--- config.mk ---
export PLATFORM = sky130hd
export DESIGN_NAME = fetch_seq_flat
export DESIGN_NICKNAME = d
export VERILOG_FILES = /design/src/rtl/fetch_seq_if.sv /design/src/rtl/fetch_seq.sv /design/src/flat_wrapper.sv
export SDC_FILE = /design/constraint.sdc
export NUM_CORES = 1
export LEC_CHECK = 0
export CORE_MARGIN = 2
export CORE_UTILIZATION = 51
export CTS_CLUSTER_SIZE = 16
export DETAILED_ROUTE_END_ITERATION = 6
export PLACE_DENSITY_LB_ADDON = 0.08
export SYNTH_ARGS = -nofsm -noshare
export SYNTH_HDL_FRONTEND = slang
export SYNTH_SLANG_ARGS = --single-unit
--- constraint.sdc ---
create_clock -name clk -period 4.65 [get_ports clk]
set_input_delay 0.93 -clock clk [delete_from_list [all_inputs] [get_ports clk]]
set_output_delay 0.93 -clock clk [all_outputs]
set_load 0.01 [all_outputs]
--- src/rtl/fetch_seq_if.sv ---
// Fetch sequencer bus bundle: instruction-memory port, decode buffer port,
// execute redirect and halt controls, and architectural status.
interface fetch_seq_if;
    logic        fetch_req;
    logic [15:0] fetch_addr;
    logic        fetch_done;
    logic [15:0] fetch_instr;
    logic        instr_valid;
    logic [15:0] instr;
    logic [15:0] instr_pc;
    logic        instr_ready;
    logic        redir_valid;
    logic [15:0] redir_addr;
    logic        halt;
    logic        halted;
    logic [15:0] pc;

    modport master (
        output fetch_req, fetch_addr, instr_valid, instr, instr_pc, halted, pc,
        input  fetch_done, fetch_instr, instr_ready, redir_valid, redir_addr, halt
    );

    modport slave (
        input  fetch_req, fetch_addr, instr_valid, instr, instr_pc, halted, pc,
        output fetch_done, fetch_instr, instr_ready, redir_valid, redir_addr, halt
    );
endinterface

--- src/rtl/fetch_seq.sv ---
// Fetch sequencer and PC owner: one outstanding instruction fetch, a one-entry
// decode buffer, redirect squashing and a permanent halt park.
module fetch_seq #(
    parameter logic [15:0] RESET_PC = 16'h0000
) (
    input  logic         clk,
    input  logic         rst,
    fetch_seq_if.master  bus
);

    localparam logic [2:0] S_IDLE   = 3'd0;
    localparam logic [2:0] S_FETCH  = 3'd1;
    localparam logic [2:0] S_VALID  = 3'd2;
    localparam logic [2:0] S_DRAIN  = 3'd3;
    localparam logic [2:0] S_HALTED = 3'd4;

    logic [2:0]  r_state;
    logic [15:0] r_pc;
    logic [15:0] r_req_addr;
    logic [15:0] r_instr;
    logic [15:0] r_instr_pc;
    logic        r_squash;

    logic [15:0] w_target;
    logic [15:0] w_pc_inc;

    assign w_target = {bus.redir_addr[15:1], 1'b0};
    assign w_pc_inc = r_pc + 16'd2;

    always_ff @(posedge clk or negedge rst) begin
        if (!rst) begin
            r_state    <= S_IDLE;
            r_pc       <= RESET_PC;
            r_req_addr <= RESET_PC;
            r_instr    <= '0;
            r_instr_pc <= '0;
            r_squash   <= 1'b0;
        end else begin
            case (r_state)
                S_IDLE: begin
                    if (bus.halt) begin
                        r_state <= S_HALTED;
                    end else begin
                        r_state <= S_FETCH;
                        if (bus.redir_valid) begin
                            r_pc       <= w_target;
                            r_req_addr <= w_target;
                        end else begin
                            r_req_addr <= r_pc;
                        end
                    end
                end
                S_FETCH: begin
                    // Address stays put until fetch_done; redirects only move pc
                    // and mark the in-flight word for discard.
                    if (bus.halt) begin
                        r_squash <= 1'b0;
                        r_state  <= bus.fetch_done ? S_HALTED : S_DRAIN;
                    end else if (bus.redir_valid) begin
                        r_pc <= w_target;
                        if (bus.fetch_done) begin
                            r_req_addr <= w_target;
                            r_squash   <= 1'b0;
                        end else begin
                            r_squash   <= 1'b1;
                        end
                    end else if (bus.fetch_done) begin
                        if (r_squash) begin
                            r_squash   <= 1'b0;
                            r_req_addr <= r_pc;
                        end else begin
                            r_instr    <= bus.fetch_instr;
                            r_instr_pc <= r_req_addr;
                            r_pc       <= w_pc_inc;
                            r_state    <= S_VALID;
                        end
                    end
                end
                S_VALID: begin
                    if (bus.halt) begin
                        r_state <= S_HALTED;
                    end else if (bus.redir_valid) begin
                        r_pc       <= w_target;
                        r_req_addr <= w_target;
                        r_state    <= S_FETCH;
                    end else if (bus.instr_ready) begin
                        r_req_addr <= r_pc;
                        r_state    <= S_FETCH;
                    end
                end
                S_DRAIN: begin
                    if (bus.fetch_done) begin
                        r_state <= S_HALTED;
                    end
                end
                S_HALTED: begin
                    r_state <= S_HALTED;
                end
                default: begin
                    r_state <= S_IDLE;
                end
            endcase
        end
    end

    assign bus.fetch_req   = (r_state == S_FETCH) || (r_state == S_DRAIN);
    assign bus.fetch_addr  = r_req_addr;
    assign bus.instr_valid = (r_state == S_VALID);
    assign bus.instr       = r_instr;
    assign bus.instr_pc    = r_instr_pc;
    assign bus.halted      = (r_state == S_HALTED);
    assign bus.pc          = r_pc;

endmodule

--- src/flat_wrapper.sv ---
// flat-port wrapper written by rule: the top's interface ports become plain ports
module fetch_seq_flat 
#(
    parameter logic [15:0] RESET_PC = 16'h0000
)
  (clk, rst, bus_fetch_req, bus_fetch_addr, bus_instr_valid, bus_instr, bus_instr_pc, bus_halted, bus_pc, bus_fetch_done, bus_fetch_instr, bus_instr_ready, bus_redir_valid, bus_redir_addr, bus_halt);
  fetch_seq_if bus_i ();
  input  logic clk;
  input  logic rst;
  output wire logic [$bits(bus_i.fetch_req)-1:0] bus_fetch_req;
  output wire logic [$bits(bus_i.fetch_addr)-1:0] bus_fetch_addr;
  output wire logic [$bits(bus_i.instr_valid)-1:0] bus_instr_valid;
  output wire logic [$bits(bus_i.instr)-1:0] bus_instr;
  output wire logic [$bits(bus_i.instr_pc)-1:0] bus_instr_pc;
  output wire logic [$bits(bus_i.halted)-1:0] bus_halted;
  output wire logic [$bits(bus_i.pc)-1:0] bus_pc;
  input wire logic [$bits(bus_i.fetch_done)-1:0] bus_fetch_done;
  input wire logic [$bits(bus_i.fetch_instr)-1:0] bus_fetch_instr;
  input wire logic [$bits(bus_i.instr_ready)-1:0] bus_instr_ready;
  input wire logic [$bits(bus_i.redir_valid)-1:0] bus_redir_valid;
  input wire logic [$bits(bus_i.redir_addr)-1:0] bus_redir_addr;
  input wire logic [$bits(bus_i.halt)-1:0] bus_halt;
  assign bus_fetch_req = bus_i.fetch_req;
  assign bus_fetch_addr = bus_i.fetch_addr;
  assign bus_instr_valid = bus_i.instr_valid;
  assign bus_instr = bus_i.instr;
  assign bus_instr_pc = bus_i.instr_pc;
  assign bus_halted = bus_i.halted;
  assign bus_pc = bus_i.pc;
  assign bus_i.fetch_done = bus_fetch_done;
  assign bus_i.fetch_instr = bus_fetch_instr;
  assign bus_i.instr_ready = bus_instr_ready;
  assign bus_i.redir_valid = bus_redir_valid;
  assign bus_i.redir_addr = bus_redir_addr;
  assign bus_i.halt = bus_halt;
  fetch_seq #(.RESET_PC(RESET_PC)) u_core (.clk(clk), .rst(rst), .bus(bus_i));
endmodule
## After elaboration in Yosys (flattened, before gate mapping)

Index checks and enable logic that the tools add are counted.

- $add $sub $neg: 1
- $mul: 0
- Div/mod/pow operators: 0
- Magnitude comparators: 0
- Eq/ne operators: 18
- Shift-type cells: 0
- Muxes and demuxes: 31
- Bitwise gates (word level): 3
- Reduce and logical (&&, ||, !) cells: 11

Operators with widths:

| operator | number |
|---|---|
| two-way mux 16 bit | 14 |
| case mux 16 bit (3 select lines) | 1 |
| case mux 16 bit (2 select lines) | 1 |
| two-way mux 3 bit | 10 |
| adder 16 x 2 -> 16 bit, second input constant | 1 |
| inequality test 3 bit, second input constant | 5 |
| case mux 3 bit (5 select lines) | 1 |
| AND reduction 5 bit | 3 |
| inequality test 2 bit, second input constant | 6 |
| AND reduction 7 bit | 1 |
| equality test 3 x 2 -> 1 bit, second input constant | 2 |
| nonzero test 3 bit | 2 |
| two-way mux 1 bit | 4 |
| inequality test 4 x 1 -> 1 bit, second input constant | 1 |
| equality test 3 x 1 -> 1 bit, second input constant | 1 |
| equality test 3 bit, second input constant | 1 |
| logical NOT 3 bit | 1 |
| inequality test 3 x 1 -> 1 bit, second input constant | 1 |
| inequality test 3 x 2 -> 1 bit, second input constant | 1 |
| inverter 1 bit | 3 |
| AND reduction 2 bit | 1 |
| nonzero test 2 bit | 1 |
| OR reduction 2 bit | 1 |
| logical OR 1 bit | 1 |

- Register bits after elaboration: 68
- Latch bits: 0
- RAM bits: 0
- Bits in read-only memories: 0
- Bits of input ports: 38
- Output and inout bits: 67
- Word-level logic and storage cells: 70
- Memories: 0

## Depth between registers and ports, before layout

Gate-level depths: netlist of run 1.

- Depth in word-level cells: 6
- Gate-level depth with buffers: 6

## Worst setup path after synthesis of run 1

OpenSTA, ideal clock, no wires.

- Path kind: in2reg
- Start point: input bus_redir_valid
- End point: register u_core.r_pc[13], in the netlist u_core.bus.pc[13]
- Library setup time: 104 ps
- Arrival time: 2123 ps
- Required time: 4546 ps
- Path slack: 2423 ps
- Stages: 5
- Cell sequence: clkbuf_1 > o21ba_2 > nand4_1 > or4_1 > o311ai_1

- Cells in the longest elaborated chain, start to end: 3
- Elaborated cells on any way between the ends: 8

Ends and longest elaborated chain:

| item | line | source |
|---|---|---|
| start: declaration | flat_wrapper.sv:20 | `input wire logic [$bits(bus_i.redir_valid)-1:0] bus_redir_valid;` |
| two-way mux 16 bit (on tied branches) (2 in a row) | - |  |
| case mux 16 bit (2 select lines) | fetch_seq.sv:39 | `case (r_state)` |
| end signal: assignment | fetch_seq.sv:46 | `r_pc <= w_target;` |
| end signal: assignment | fetch_seq.sv:60 | `r_pc <= w_target;` |
| end signal: assignment | fetch_seq.sv:74 | `r_pc <= w_pc_inc;` |
| end: declaration | fetch_seq.sv:18 | `logic [15:0] r_pc;` |

Several ways; a longest one is shown, not always the timed one. The select of a mux whose other input is x is not followed.
A chain may end at the register's enable or synchronous reset.

## Worst setup path after layout of run 1

- Start point: input bus_fetch_done
- End point: register u_core.r_instr_pc[3], in the netlist u_core.bus.instr_pc[3]

- Cells in the longest elaborated chain, start to end: 1

Ends and longest elaborated chain:

| item | line | source |
|---|---|---|
| start: declaration | flat_wrapper.sv:17 | `input wire logic [$bits(bus_i.fetch_done)-1:0] bus_fetch_done;` |
| AND reduction 5 bit (no source line) | - |  |
| end signal: assignment | fetch_seq.sv:73 | `r_instr_pc <= r_req_addr;` |
| end: declaration | fetch_seq.sv:21 | `logic [15:0] r_instr_pc;` |

No other way between the ends.

==> reports/qor.txt, run 1 <==
Status - completed
PnR worst setup slack - 1.65 ns
Synth Flop Type - dfrtp_1
Post-CTS Hold Buffers - 0
Worst R2R End - u_core.bus.instr_pc[3]
R2R cell count - 4
Post-synthesis register bit count - 68
Total wire length - 9120 um
DRC - 0
Hold Path Depth - 1
Slew margin rel. - 24.6%
Critical Path AT - 3.22 ns
Io pins - 105
Gr usage total - 25.0%
Root buffer cell - clkbuf_8
Initial antenna violation count - 0
Pwr dens - 519 nW/um^2
Max Cap Viol - 0
First-pass detailed-route iteration total - 7
Commonest cells after routing, fill and taps aside - 102 x clkdlybuf4s50_1, 68 x dfrtp_1, 43 x inv_1
Seq/Total Area, Yosys - 48.4%
Slew Viols, Final - 0
First-pass GRT wire length - 14500 um
Grt met1 use - 35.6%
Syn-to-layout area delta - 36.3%
ANT cells - 0
Largest net degree at the start of global routing - 47
Antenna-violating nets left - 0
Number of global-route vias before repair - 2807
Final Setup Violations - 0
Cts repair resizes - 0
Hold Path End - u_core.bus.instr[12]
Share of layout cells above drive strength 1 - 14.3%
Layout Nets - 454
Flip-flop and latch area - 1700 sq um
Row cnt - 30
Leakage power - 2.22 nW
Final hold vios - 0
Crit share post-route - 64.4%
DP Worst Slack - 1.31 ns
Initial DRC count - 293
Clk_lat worst skew - 0.35 ns
Commonest non-fill, non-tap cell in the layout - clkdlybuf4s50_1
Die width - 87 um
Fillers - 520
Crit path max fanout - 32
Gpl congestion - 0.895
Buffers inserted by post-CTS timing repair - 0
Worst-path clk slew - 0.07 ns
Avg Cell Area, Syn - 11.1 sq um
Max Clock Skew - 0.00799 ns
Max Fclk - 334 MHz
Ys Warns - 0
GRT met3 Usage - 6.07%
Number of port buffers - 103
Die area - 7570 sq um
Fin crit period - 3.00 ns
Hold_sp - u_core.bus.instr[12]
Reg-to-reg slack, setup - 2.15 ns
Req. time, crit path - 4.87 ns
Setup TNS - 0 ns
Mapped Cells - 316
Core box area - 6720 sq um
Number of flops mapped to enable cells by yosys - 0
CTS sink cnt - 68
Number of library cell types mapped by synthesis - 58
RSZ-0062 raised after global routing - false
Initial core utilization - 52.3%
DP HPWL - 6330 um
Routed vias - 3009
H-tree depth - 3
Crit Path Class - input pin to flop
CP Launch Type - input pin
Grt peak-use layer - met2
Clock buffer depth - 2
Drt wl/cell - 18.2 um
VDD IR-drop max - 0.000245 V
Synth Net Count - 355
Worst R2R Start - u_core.r_state[0]
Slew @ Worst Pin - 1.12 ns
Synth async-reset ratio - 100%
Area of the multi-input gates - 1550 sq um
Met2 Use GR - 37.7%
Mapped Area - 3510 sq um
Hold Path Class - flop to flop
CTS tree - built
Cts bufs inserted - 9
Crit. End Element - flop
DIE HEIGHT - 87 um
GR Overflow Total - 0
Vias/cell - 6.02
==> cell usage after synthesis (all sizes together) (4+ instances only) <==
master / count / share of area [%]
a21oi: 12 / 1.7
a222oi: 13 / 3.7
a31oi: 4 / 0.71
and3: 4 / 0.71
buf: 10 / 1.9
clkbuf: 8 / 0.85
dfrtp: 68 / 48
inv: 43 / 4.6
mux2: 32 / 13
mux2i: 4 / 1.1
nand2: 17 / 1.8
nand3: 8 / 1.5
nand4: 5 / 0.89
nor2: 12 / 1.5
nor2b: 4 / 0.71
nor3: 4 / 0.71
o21ai: 6 / 0.85
o22a: 4 / 1.0
o22ai: 5 / 0.89
o311ai: 5 / 1.2
==> per-stage QoR <==
step           std cells  total power, mW  util [%]  area (sq um)  hold WS [ns]
6_report             500             2.49      71.3          4790         0.506
4_1_cts              500             2.49      71.3          4790         0.510
5_1_grt              500             2.63      71.3          4790         0.524
3_3_place_gp         484             1.91      67.9          4560         0.488
3_5_place_dp         484             1.94      67.9          4560         0.492
2_1_floorplan        316             1.41         -          3510         0.498
==> layout make-up <==
cell class              instances  area share [%]
clock buffers                  10            2.87
clock inverters                 6            1.80
inverters                      43            3.37
multi-input cells             187            32.4
flip-flops and latches         68            35.5
well taps                      80            2.09
repair buffers                106            21.9
==> power breakdown <==
part           switching, mW  internal, mW  total (mW)
clock network          0.232         0.316       0.548
logic                  0.388         0.572       0.960
registers              0.199         0.780       0.979
==> worst max-delay path by stage <==
| stage | depth (start not counted) | startpoint | slack [ns] | endpoint |
|---|---|---|---|---|
| 4_1_cts | 4 | bus_fetch_done | 1.67 | u_core.bus.instr_pc[3] |
| 6_report | 4 | bus_fetch_done | 1.65 | u_core.bus.instr_pc[3] |
| 2_1_floorplan | 5 | bus_redir_valid | 2.42 | u_core.bus.pc[13] |
| 3_5_place_dp | 4 | bus_fetch_done | 1.31 | u_core.bus.instr_pc[10] |
| 5_1_grt | 4 | bus_fetch_done | 1.52 | u_core.bus.instr_pc[9] |
| 3_3_place_gp | 4 | bus_fetch_done | 1.33 | u_core.bus.instr[12] |
==> critical path, cell delays in order <==
cell	delay, ns
clkdlybuf4s50_1	0.59
nor2b_1	0.54
nand3_4	0.62
mux2_4	0.51
==> state kept, by name, indices dropped and copies added (netlist names) <==
name / flops
u_core.bus.instr_pc: 16
u_core.bus.pc: 16
u_core.bus.instr: 16
u_core.r_squash: 1
u_core.r_state: 3
u_core.bus.fetch_addr: 16
==> logic make-up (layout without fill, tap and decap cells) <==
| kind of cell | Yosys count | in the layout | share of synthesized area (%) |
|---|---|---|---|
| AOI/OAI and AO/OA | 79 | 79 | 17.8 |
| and+or+nand+nor | 71 | 71 | 11.4 |
| DFF | 68 | 68 | 48.4 |
| buffers and inverters | 61 | 165 | 7.37 |
| muxes | 36 | 36 | 14.6 |
| adders and majority gates | 1 | 1 | 0.356 |
==> per-layer routing <==
| metal | part of all wire, % | up-vias |
|---|---|---|
| met5 | 0 | - |
| met4 | 1.3 | 0 |
| met3 | 9.2 | 10 |
| met2 | 46 | 171 |
| met1 | 43 | 1461 |
| li1 | - | 1367 |
(Power assumes the default switching activity.)
==> inputs of run 2 (changes only) <==
- CORE_UTILIZATION: 51 -> 47
- clock period: 4.65 -> 2.93 ns (I/O delays scaled with it)
==> run 2 against run 1 <==
Compared with the run above: design area grew 1.9%; first-iteration DRC count increased by 6.5%; clock power is 43% higher; combinational power up 61%; wire length increased by 0.35%.
==> reports/qor.txt, run 2 (synthesis results as in run 1) <==
Status - completed
Req. time, crit path - 2.34 ns
Top delay family on crit path - simple AND/OR/NAND/NOR gates
Gpl congestion - 0.863
Root buffer cell - clkbuf_8
Area after DPL - 4680 sq um
DP Worst Slack - 0.261 ns
Initial antenna violation count - 0
RSZ-0062 raised after global routing - false
Critical Path AT - 2.07 ns
Max Cap Viol - 0
Largest net degree at the start of global routing - 69
Area of the multi-input gates - 1550 sq um
Io pins - 105
DRC - 0
GR Overflow Total - 0
Cts bufs inserted - 9
Crit. End Element - primary output
Hold Path Class - input pin to asynchronous set/reset pin
CP Launch Type - flop
Max Fclk - 376 MHz
Fin Hold WS - 0.270 ns
First-pass detailed-route iteration total - 7
Setup TNS - 0 ns
Total wire length - 9160 um
Fin area - 4880 sq um
Crit Path Class - flop to primary output
Worst-path clk slew - 0.07 ns
Worst path bufs/invs - 1
CP peak stage delay - 0.54 ns
Clock buffer depth - 2
Commonest cells after routing, fill and taps aside - 102 x clkdlybuf4s50_1, 68 x dfrtp_1, 43 x inv_1
Buffers inserted by post-CTS timing repair - 0
Number of port buffers - 103
Layout Nets - 463
Slowest CP cell - dfrtp_1
Core box area - 7250 sq um
Initial core utilization - 48.4%
Pwr dens - 792 nW/um^2
Routed vias - 2981
DP HPWL - 6630 um
Initial DRC count - 312
ANT cells - 0
Drt wl/cell - 17.3 um
Flip-flop and latch area - 1700 sq um
CTS sink cnt - 68
Vias/cell - 5.65
H-tree depth - 3
Syn-to-layout area delta - 38.9%
DIE HEIGHT - 90.5 um
Die width - 90.5 um
Commonest non-fill, non-tap cell in the layout - clkdlybuf4s50_1
CTS tree - built
Slew @ Worst Pin - 1.01 ns
Crit path max fanout - 16
First-pass GRT wire length - 15000 um
Max Clock Skew - 0.00390 ns
Share of layout cells above drive strength 1 - 16.1%
Die area - 8180 sq um
Slew Viols, Final - 0
Post-CTS Hold Buffers - 0
Cts repair resizes - 0
Ordered cell list for the critical path - nor2_1, and2_1, clkdlybuf4s50_1
Fin crit period - 2.66 ns
Number of global-route vias before repair - 2874
Slew margin rel. - 31.9%
Gr usage total - 22.8%
Final hold vios - 0
PnR worst setup slack - 0.273 ns
VDD IR-drop max - 0.000393 V
Leakage power - 2.27 nW
Row cnt - 31
Antenna-violating nets left - 0
Fillers - 586
Final Setup Violations - 0
Crit share post-route - 90.7%
Clk_lat worst skew - 0.33 ns
-- run 2: changes by cell type in the layout (fill, tap and decap cells not counted) --
cell | before | now
buf_12 | 0 | 2
buf_4 | 3 | 10
bufinv_16 | 2 | 1
clkinv_2 | 2 | 3
clkinv_4 | 0 | 1
clkinvlp_4 | 1 | 0
-- run 2: worst reg2reg max path: cells and delay by family, from the launching register on --
kind                   cells  cell delay [ns]
multiplexers               1             0.31
flip-flops                 1             0.62
AND/OR/NAND/NOR            3             1.04
buffers and inverters      1             0.30
-- run 2: worst paths after layout --
kind / start / to / slack, ns / depth (start not counted)
worst max-delay path: u_core.r_state[0] / bus_instr_valid / 0.27 / 3
worst min-delay path: rst / u_core.bus.instr[7] / 0.27 / 2
worst max register to register: u_core.r_state[0] / u_core.bus.instr[2] / 0.55 / 5
worst min register to register: u_core.bus.instr[9] / u_core.bus.instr[9] / 0.51 / 1
max in group asynchronous: rst / u_core.bus.pc[10] / 2.38 / 2
min in group clk: u_core.bus.instr[9] / u_core.bus.instr[9] / 0.51 / 1
-- run 2: through the flow --
stage               power, mW  util (%)  std cells
floorplan                2.23         -        316
finish                   3.87      67.3        528
CTS                      3.89      67.3        528
global route             4.09      67.3        528
global placement         3.06      64.5        512
detailed placement       3.10      64.5        512
-- run 2: layout make-up --
cell class	instances	share of cell area, %
Clock inverter	6	1.28
Tap cell	99	2.54
Clock buffer	10	2.82
Inverter	43	3.31
Timing Repair Buffer	115	23.4
Multi-Input combinational cell	187	31.8
Sequential cell	68	34.9
-- run 2: power breakdown --
part	total [mW]	switching [mW]	internal [mW]
Sequential	1.53	0.292	1.24
Combinational	1.55	0.627	0.926
Clock	0.785	0.368	0.417
-- run 2: metal layers --
metal  track usage (%)  up-vias  share of wire, %
met1              32.5     1450                46
met5                 0        -                 0
met3              4.59       11               7.0
met4              7.56        0               1.3
met2              34.9      142                46
li1                  -     1378                 -
